`src/rtl/mc_pkg.sv`:
```
// Shared types and constants for the multicycle MIPS main controller.
package mc_pkg;

    typedef enum logic [3:0] {
        S_FETCH,
        S_DECODE,
        S_MEMADR,
        S_MEMRD,
        S_MEMWB,
        S_MEMWR,
        S_EXECUTE,
        S_ALUWB,
        S_BRANCH,
        S_ADDIEX,
        S_ADDIWB,
        S_JUMP
    } state_e;

    typedef enum logic [1:0] {
        ALUOP_ADD   = 2'b00,
        ALUOP_SUB   = 2'b01,
        ALUOP_FUNCT = 2'b10
    } aluop_e;

    // Datapath control payload, excluding the ALU operation
    typedef struct packed {
        logic       pcen;
        logic       irwrite;
        logic       iord;
        logic       memwrite;
        logic       memtoreg;
        logic       regdst;
        logic       regwrite;
        logic       alusrca;
        logic [1:0] alusrcb;
        logic [1:0] pcsrc;
        logic       illegal_op;
    } ctrl_t;

    localparam logic [5:0] OP_RTYPE = 6'b000000;
    localparam logic [5:0] OP_J     = 6'b000010;
    localparam logic [5:0] OP_BEQ   = 6'b000100;
    localparam logic [5:0] OP_BNE   = 6'b000101;
    localparam logic [5:0] OP_ADDI  = 6'b001000;
    localparam logic [5:0] OP_LW    = 6'b100011;
    localparam logic [5:0] OP_SW    = 6'b101011;

    localparam logic [5:0] F_ADD = 6'b100000;
    localparam logic [5:0] F_SUB = 6'b100010;
    localparam logic [5:0] F_AND = 6'b100100;
    localparam logic [5:0] F_OR  = 6'b100101;
    localparam logic [5:0] F_NOR = 6'b100111;
    localparam logic [5:0] F_SLT = 6'b101010;

    localparam int unsigned ALU_CODE_W = 4;

    localparam logic [ALU_CODE_W-1:0] ALU_AND = 4'b0000;
    localparam logic [ALU_CODE_W-1:0] ALU_OR  = 4'b0001;
    localparam logic [ALU_CODE_W-1:0] ALU_ADD = 4'b0010;
    localparam logic [ALU_CODE_W-1:0] ALU_SUB = 4'b0110;
    localparam logic [ALU_CODE_W-1:0] ALU_SLT = 4'b0111;
    localparam logic [ALU_CODE_W-1:0] ALU_NOR = 4'b1100;

endpackage

```
`src/rtl/mc_aludec.sv`:
```
// ALU operation decoder: maps aluop and R-type funct to the ALU control code.
module mc_aludec
    import mc_pkg::*;
#(
    parameter int unsigned ALUCTRL_W = 3
) (
    input  logic [5:0]           funct,
    input  logic [1:0]           aluop,
    output logic [ALUCTRL_W-1:0] alucontrol
);

    logic [ALU_CODE_W-1:0] code;

    always_comb begin
        code = ALU_ADD;
        case (aluop)
            ALUOP_ADD: code = ALU_ADD;
            ALUOP_SUB: code = ALU_SUB;
            ALUOP_FUNCT: begin
                case (funct)
                    F_ADD:   code = ALU_ADD;
                    F_SUB:   code = ALU_SUB;
                    F_AND:   code = ALU_AND;
                    F_OR:    code = ALU_OR;
                    F_SLT:   code = ALU_SLT;
                    // nor only exists when the ALU code is wide enough to carry it
                    F_NOR:   code = (ALUCTRL_W >= ALU_CODE_W) ? ALU_NOR : ALU_ADD;
                    default: code = ALU_ADD;
                endcase
            end
            default: code = ALU_ADD;
        endcase
    end

    assign alucontrol = ALUCTRL_W'(code);

endmodule

```
`src/rtl/mc_controller.sv`:
```
// Multicycle MIPS main controller: Moore FSM sequencing fetch, decode and the
// per-instruction execute/memory/writeback steps.
module mc_controller
    import mc_pkg::*;
#(
    parameter int unsigned ALUCTRL_W = 3,
    parameter bit          EN_BNE    = 1'b1
) (
    input  logic                 clk,
    input  logic                 reset,
    input  logic [5:0]           op,
    input  logic [5:0]           funct,
    input  logic                 zero,
    input  logic                 mem_ready,
    output logic                 pcen,
    output logic                 irwrite,
    output logic                 iord,
    output logic                 memwrite,
    output logic                 memtoreg,
    output logic                 regdst,
    output logic                 regwrite,
    output logic                 alusrca,
    output logic [1:0]           alusrcb,
    output logic [1:0]           pcsrc,
    output logic [ALUCTRL_W-1:0] alucontrol,
    output logic                 illegal_op
);

    state_e                state_q, state_d;
    ctrl_t                 ctl;
    logic [1:0]            aluop;
    logic                  alu_en;
    logic [ALUCTRL_W-1:0]  alu_dec;

    always_ff @(posedge clk or negedge reset) begin
        if (!reset) begin
            state_q <= S_FETCH;
        end else begin
            state_q <= state_d;
        end
    end

    always_comb begin
        state_d = state_q;
        ctl     = '0;
        aluop   = ALUOP_ADD;
        alu_en  = 1'b0;

        case (state_q)
            S_FETCH: begin
                ctl.alusrcb = 2'b01;
                alu_en      = 1'b1;
                ctl.irwrite = mem_ready;
                ctl.pcen    = mem_ready;
                if (mem_ready) state_d = S_DECODE;
            end
            S_DECODE: begin
                // Branch target precompute while the opcode is examined
                ctl.alusrcb = 2'b11;
                alu_en      = 1'b1;
                case (op)
                    OP_LW, OP_SW: state_d = S_MEMADR;
                    OP_RTYPE:     state_d = S_EXECUTE;
                    OP_BEQ:       state_d = S_BRANCH;
                    OP_ADDI:      state_d = S_ADDIEX;
                    OP_J:         state_d = S_JUMP;
                    OP_BNE: begin
                        state_d        = EN_BNE ? S_BRANCH : S_FETCH;
                        ctl.illegal_op = !EN_BNE;
                    end
                    default: begin
                        state_d        = S_FETCH;
                        ctl.illegal_op = 1'b1;
                    end
                endcase
            end
            S_MEMADR: begin
                ctl.alusrca = 1'b1;
                ctl.alusrcb = 2'b10;
                alu_en      = 1'b1;
                state_d     = (op == OP_SW) ? S_MEMWR : S_MEMRD;
            end
            S_MEMRD: begin
                ctl.iord = 1'b1;
                if (mem_ready) state_d = S_MEMWB;
            end
            S_MEMWB: begin
                ctl.regwrite = 1'b1;
                ctl.memtoreg = 1'b1;
                state_d      = S_FETCH;
            end
            S_MEMWR: begin
                ctl.iord     = 1'b1;
                ctl.memwrite = 1'b1;
                if (mem_ready) state_d = S_FETCH;
            end
            S_EXECUTE: begin
                ctl.alusrca = 1'b1;
                aluop       = ALUOP_FUNCT;
                alu_en      = 1'b1;
                state_d     = S_ALUWB;
            end
            S_ALUWB: begin
                ctl.regwrite = 1'b1;
                ctl.regdst   = 1'b1;
                state_d      = S_FETCH;
            end
            S_BRANCH: begin
                ctl.alusrca = 1'b1;
                aluop       = ALUOP_SUB;
                alu_en      = 1'b1;
                ctl.pcsrc   = 2'b01;
                ctl.pcen    = (op == OP_BNE) ? ~zero : zero;
                state_d     = S_FETCH;
            end
            S_ADDIEX: begin
                ctl.alusrca = 1'b1;
                ctl.alusrcb = 2'b10;
                alu_en      = 1'b1;
                state_d     = S_ADDIWB;
            end
            S_ADDIWB: begin
                ctl.regwrite = 1'b1;
                state_d      = S_FETCH;
            end
            S_JUMP: begin
                ctl.pcsrc = 2'b10;
                ctl.pcen  = 1'b1;
                state_d   = S_FETCH;
            end
            default: state_d = S_FETCH;
        endcase

        // Reset silences every output immediately, not just at the next edge
        if (!reset) begin
            ctl    = '0;
            alu_en = 1'b0;
        end
    end

    mc_aludec #(
        .ALUCTRL_W (ALUCTRL_W)
    ) u_aludec (
        .funct      (funct),
        .aluop      (aluop),
        .alucontrol (alu_dec)
    );

    assign pcen       = ctl.pcen;
    assign irwrite    = ctl.irwrite;
    assign iord       = ctl.iord;
    assign memwrite   = ctl.memwrite;
    assign memtoreg   = ctl.memtoreg;
    assign regdst     = ctl.regdst;
    assign regwrite   = ctl.regwrite;
    assign alusrca    = ctl.alusrca;
    assign alusrcb    = ctl.alusrcb;
    assign pcsrc      = ctl.pcsrc;
    assign illegal_op = ctl.illegal_op;
    assign alucontrol = alu_en ? alu_dec : '0;

endmodule

```
`config.mk`:
```
export PLATFORM = sky130hd
export DESIGN_NAME = mc_controller
export DESIGN_NICKNAME = d
export VERILOG_FILES = /design/src/rtl/mc_pkg.sv /design/src/rtl/mc_aludec.sv /design/src/rtl/mc_controller.sv
export SDC_FILE = /design/constraint.sdc
export NUM_CORES = 1
export LEC_CHECK = 0
export ABC_AREA = 0
export CORE_MARGIN = 1
export CORE_UTILIZATION = 42
export DETAILED_ROUTE_END_ITERATION = 8
export GPL_TIMING_DRIVEN = 0
export PLACE_DENSITY = 0.9
export RECOVER_POWER = 100
export SYNTH_ARGS = -nofsm -noshare
export SYNTH_HDL_FRONTEND = slang
export SYNTH_SLANG_ARGS = --single-unit
```
`constraint.sdc`:
```
create_clock -name clk -period 2.2 [get_ports clk]
set_input_delay 0.22 -clock clk [delete_from_list [all_inputs] [get_ports clk]]
set_output_delay 0.22 -clock clk [all_outputs]
set_load 0.01 [all_outputs]
```
# After elaboration in Yosys (flattened, before gate mapping)
# Index checks and enable logic that the tools add are counted.
# totals
in_bits,16
out_inout_bits,16
word_cells,65
regBits,4
# classes
n_bitwise,1
reduce_logical,11
mux,26
eq_ne,26
# op_table
op,count
$eq A6 B6 Y1 const B,6
$pmux W4 S7,1
$pmux W4 S5,1
$eq A4 B3 Y1 const B,4
$eq A4 B4 Y1 const B,4
$mux W13,1
$eq A6 B3 Y1 const B,2
$mux W1,12
$mux W4,3
$pmux W3 S4,1
$eq A4 B2 Y1 const B,2
$pmux W2 S2,2
$reduce_or A2 Y1,4
$reduce_or A7 Y1,1
$eq A6 B2 Y1 const B,1
$eq A6 B4 Y1 const B,1
$logic_not A6 Y1,1
$mux W3,2
$ne A2 B2 Y1 const B,3
$pmux W2 S3,1
$pmux W3 S2,1
$reduce_or A6 Y1,1
$eq A4 B1 Y1 const B,1
$logic_not A4 Y1,1
other kinds (7),7

# Logic depth before layout (Yosys ltp)
# logic_depth
ltp_word,5
depth_mapped,7
ltp_nobuf,6

# By module
# From an unflattened synthesis, not the netlist that was laid out.
# hier_totals
cells_unflattened,116
hier_area_um2,813.3
# by_module_without_submodules
module,cells_each,seq_area_each_um2,area_per_inst_um2,instances
mc_controller,101,100.1,694.4,1
mc_aludec,15,0.0,118.9,1

# Worst setup path before layout
# OpenSTA, ideal clock, no wires.
# synth_timing
path_kind,register to output
startpoint,reg state_q[0]
endpoint,out alucontrol[0]
slack_ns,0.363
arrival_ns,1.617
required_time_ns,1.980
path_buffers,0
path_stages_with_launch,6
cell_sequence,dfrtp_1 -> nor4b_2 -> ha_1 -> nor2b_1 -> o21ai_1 -> nor4b_2
# synth_between
elab_chain_len,5
# synth_lines
item,line,source
start: declaration,mc_controller.sv:29,"state_e state_q, state_d;"
start signal: assignment,mc_controller.sv:39,state_q <= state_d;
"$eq A4 B4 Y1, or another cell as far along",mc_controller.sv:49,case (state_q)
$pmux W2 S2 or $reduce_or A6 Y1 (tied branches),--,
"$eq A2 B2 Y1, or another cell as far along",mc_aludec.sv:16,case (aluop)
$pmux W3 S2 or $mux W1 (tied branches),"mc_aludec.sv:16, mc_controller.sv:135",
$mux W3 (*),mc_controller.sv:160,assign alucontrol = alu_en ? alu_dec : '0;
end: declaration,mc_controller.sv:25,"output logic [ALUCTRL_W-1:0] alucontrol,"
# Every way passes the cells marked *; elsewhere a longest branch is shown, timed or not.

# Worst setup path in the final report
# Same ends and word-level chain as after synthesis.

==> tab_implementation.tex <==
\begin{tabular}{lr}
\hline
Metric & Value \\
\hline
\multicolumn{2}{l}{\textbf{CTS}} \\
Clock slew at the register clock pins of the worst setup and hold paths & $\sim$0.04 ns \\
Total clock buffers created by CTS & 3 \\
Clock Sink Count & 4 \\
CTS Root Buffer Type & clkbuf\_4 \\
Maximum buffer depth of the clock tree & 2 \\
TritonCTS clock tree & built \\
H-tree level count & 1 \\
Clock insertion delay at the later pin of the skew report & 0.23 ns \\
\multicolumn{2}{l}{\textbf{Power and ir drop}} \\
Leakage power summed over all cells & roughly 0.56 nW \\
P\_sw & 0.346 mW \\
Sw Ratio & a little over two fifths \\
Total power draw & slightly below 0.8 mW \\
Power Internal & between 0.4 and 0.5 mW \\
Clock group share of total power & a little under an eighth \\
Peak supply drop & 0.520 mV \\
Combinational fraction of design power & a little under three quarters \\
Total power divided by cell area & 652 nW/um\^{}2 \\
Sequential power share & 17.4\% \\
\multicolumn{2}{l}{\textbf{Logic synthesis}} \\
Syn nets & 123 \\
Share of synthesized flip-flops with an asynchronous set or reset & between 90\% and 100\% \\
Summed instance area of the synthesized netlist & between 700 and 800 um\^{}2 \\
XOR/XNOR share of the synthesized area & approximately 2.3\% \\
Count of flip-flops with a built-in enable after synthesis & 0 \\
Synthesized instance count & between 100 and 150 \\
Top FF cell, synth & dfrtp\_1 \\
Adder-cell area share of the yosys netlist & approximately 3.2\% \\
Part of the Yosys area used for sequential elements & approximately 13\% \\
Combinational family with the most area after synthesis & simple AND/OR/NAND/NOR gates \\
Unique masters post-synth & 45 \\
Compound-gate portion of the synthesized area & a little under a quarter \\
Area share of and/or/nand/nor cells after synthesis & roughly half \\
Number of register bits inferred by synthesis & 4 \\
Avg Inst Size Synth & 7.35 um\^{}2 \\
Synthesis warning total & 0 \\
Multiplexer area fraction after synthesis & 0\% \\
\multicolumn{2}{l}{\textbf{Timing}} \\
Worst slew pin tran & 0.340 ns \\
Top achievable clock speed & 444 MHz \\
Worst slack on hold paths & approximately 0.41 ns \\
Final clock period utilization by the worst path & 102\% \\
Final max-slew violation count & 0 \\
Final setup margin & -0.0543 ns \\
Setup repair after global routing missed its margin & yes \\
Setup Skew & 0.000574 ns \\
Final worst path period need & 2.25 ns \\
Final setup violating endpoints & 1 \\
Relative max-transition margin & between 70\% and 80\% \\
Fin. Hold Viols & 0 \\
\multicolumn{2}{l}{\textbf{Finish}} \\
Largest registers ranked by flip-flop count & state\_q: 4 flops \\
P\&R area growth vs syn & 56.7\% \\
Max reg flops & 4 \\
Ratio of cells with drive above 1 in the final layout & slightly above 20\% \\
Net count of the finished layout & $\sim$170 \\
Top register by number of flip-flops & state\_q \\
Number of diodes added for antenna fixing & 0 \\
Most frequent standard cell in the layout excluding fill and tap cells & clkdlybuf4s50\_1 \\
Most frequent cells in the layout & clkdlybuf4s50\_1, nor2\_1, buf\_4, nand2b\_1, a21oi\_1 \\
Number of inserted filler cells in the final layout & about 150 \\
\multicolumn{2}{l}{\textbf{Hold path}} \\
Class of the worst hold path & in -> reg \\
Terminating pin of the worst hold path & state\_q[2] \\
Min-Delay Path Depth & 3 \\
Startpoint of the lowest-slack hold path & op[1] \\
\multicolumn{2}{l}{\textbf{Floorplan}} \\
Initial Util & 44.7\% \\
Total die area & between 2000 and 2500 um\^{}2 \\
Number of cell rows & 15 \\
Vert. Die Dim & $\sim$45 um \\
Area of the core & 1730 um\^{}2 \\
Die Width & 44.9 um \\
Top-level I/O count & 32 \\
\multicolumn{2}{l}{\textbf{Route}} \\
Vias per cell & around 5.7 \\
Total via count after detailed routing & 975 \\
Routed wire length & roughly 2400 um \\
Drt wl/cell & around 14 um \\
Antenna Violating Nets Remaining & 0 \\
TritonRoute pass-1 iters & 4 \\
Number of DRC markers after the initial detailed-route iteration & 48 \\
Remaining DRCs & 0 \\
\multicolumn{2}{l}{\textbf{Setup path}} \\
Critical Path RT & 1.98 ns \\
Crit path DAT & between 2 and 2.5 ns \\
Worst reg2reg endpoint & state\_q[0] \\
Type of element launching the critical path & register \\
Critical setup path kind & reg -> out \\
Setup slack of the worst register-to-register path & $\sim$0.79 ns \\
Endpoint kind of the worst setup timing path & output port \\
Largest fanout of any net on the critical path & 9 \\
Number of cells on the worst reg-to-reg path & 4 \\
Reg2reg start & state\_q[2] \\
\multicolumn{2}{l}{\textbf{Placed design}} \\
Total half-perimeter wirelength after legalization and detailed placement & 1640 um \\
Number of buffers added on ports & 30 \\
Global placement routability congestion & roughly 0.86 \\
\multicolumn{2}{l}{\textbf{Global routing}} \\
GRT busiest layer & met2 \\
Pin count of the biggest net entering global routing & 11 \\
Fraction of met2 tracks used by global routing & 41.8\% \\
Met3 capacity usage during global routing & approximately 4.8\% \\
Global-route wire length before repair & around 3500 um \\
Vias in the first global route & 808 \\
Met1 Track Usage GR & around 28\% \\
Global routing usage summed across all routing layers & approximately 24\% \\
Antenna violations before repair & 0 \\
Residual overflow from global routing & 0 \\
\multicolumn{2}{l}{\textbf{Run}} \\
Max-capacitance violation count & 0 \\
\multicolumn{2}{l}{\textbf{Status}} \\
Violated checks & setup timing \\
Status & finished with violations \\
\hline
\end{tabular}
## area by class of cell
type | instances | area [um^2] | share of cell area [%]
Timing Repair Buffer | 38 | 353 | 29.2
Sequential cell | 4 | 103 | 8.48
Tap cell | 25 | 31.3 | 2.59
Multi-Input combinational cell | 87 | 636 | 52.5
Clock buffer | 3 | 22.5 | 1.86
Inverter | 6 | 22.5 | 1.86
Buffer | 7 | 42.5 | 3.52
## critical path, stage by stage, from the launching register on
cell and delay (ns):
dfrtp_2 0.47, nand2b_1 0.20, nand2b_1 0.20, ha_1 0.33, nor2b_2 0.14, o21ai_2 0.08
nor4b_2 0.21, buf_2 0.16
## per-layer routing
layer  vias to the layer above  part of all wire [%]
li1                        466                     -
met1                       458                    39
met2                        43                    51
met3                         8                   6.9
met5                         -                     0
met4                         0                   2.9
## synthesized netlist by cell type (3+ instances only)
cell type  number  area, um^2
nand2_1         4        15.0
nand2b_1        8        50.1
a21oi_1         8        40.0
o21a_1          3        22.5
nor3b_1         3        22.5
nor3_1          3        15.0
and3_1          3        18.8
inv_1           6        22.5
or3b_1          3        26.3
nor2b_1         4        25.0
nor2_1         11        41.3
dfrtp_1         4         100
buf_2           5        25.0
## power groups by stage
| stage | Sequential [mW] | Combinational (mW) | Clock, mW |
|---|---|---|---|
| 4_1_cts | 0.134 | 0.529 | 0.0949 |
| 2_1_floorplan | 0.117 | 0.330 | 0 |
| 5_1_grt | 0.141 | 0.611 | 0.101 |
| 3_3_place_gp | 0.124 | 0.494 | 0 |
| 6_report | 0.137 | 0.562 | 0.0896 |
| 3_5_place_dp | 0.125 | 0.509 | 0 |
## worst max path at each step
stage          startpoint       endpoint  slack, ns  cells after the start
4_1_cts        state_q[0]  alucontrol[0]     0.0004                      7
3_3_place_gp        reset     illegal_op      -0.56                      6
3_5_place_dp        reset     illegal_op      -0.52                      6
2_1_floorplan  state_q[0]  alucontrol[0]       0.36                      5
6_report       state_q[0]  alucontrol[0]      -0.05                      7
5_1_grt        state_q[0]  alucontrol[0]      -0.12                      7
## stage by stage
stage,setup WS (ns),area (um^2),std cells,util (%),setup TNS [ns]
5_1_grt,-0.124,1210,170,70.1,-0.188
3_3_place_gp,-0.559,1100,160,63.9,-1.63
3_5_place_dp,-0.517,1100,160,63.9,-1.67
2_1_floorplan,0.363,772,105,-,0
6_report,-0.0543,1210,170,70.1,-0.0543
4_1_cts,0.000367,1180,168,68.6,0
## repair_timing
action	in CTS	in global routing
pin swaps	1	3
gates resized for setup	19	11
hold endpoints to repair	4	0
hold buffers	1	0
endpoints found under the setup margin	13	9
buffers inserted	5	2
## logic make-up (layout without fill, tap and decap cells)
logic type	after synthesis	after routing
fa+ha+maj	2	2
compound gates	25	25
buf+inv	14	54
xor+xnor	2	2
flops	4	4
simple gates	58	58
(Power assumes the default switching activity.)
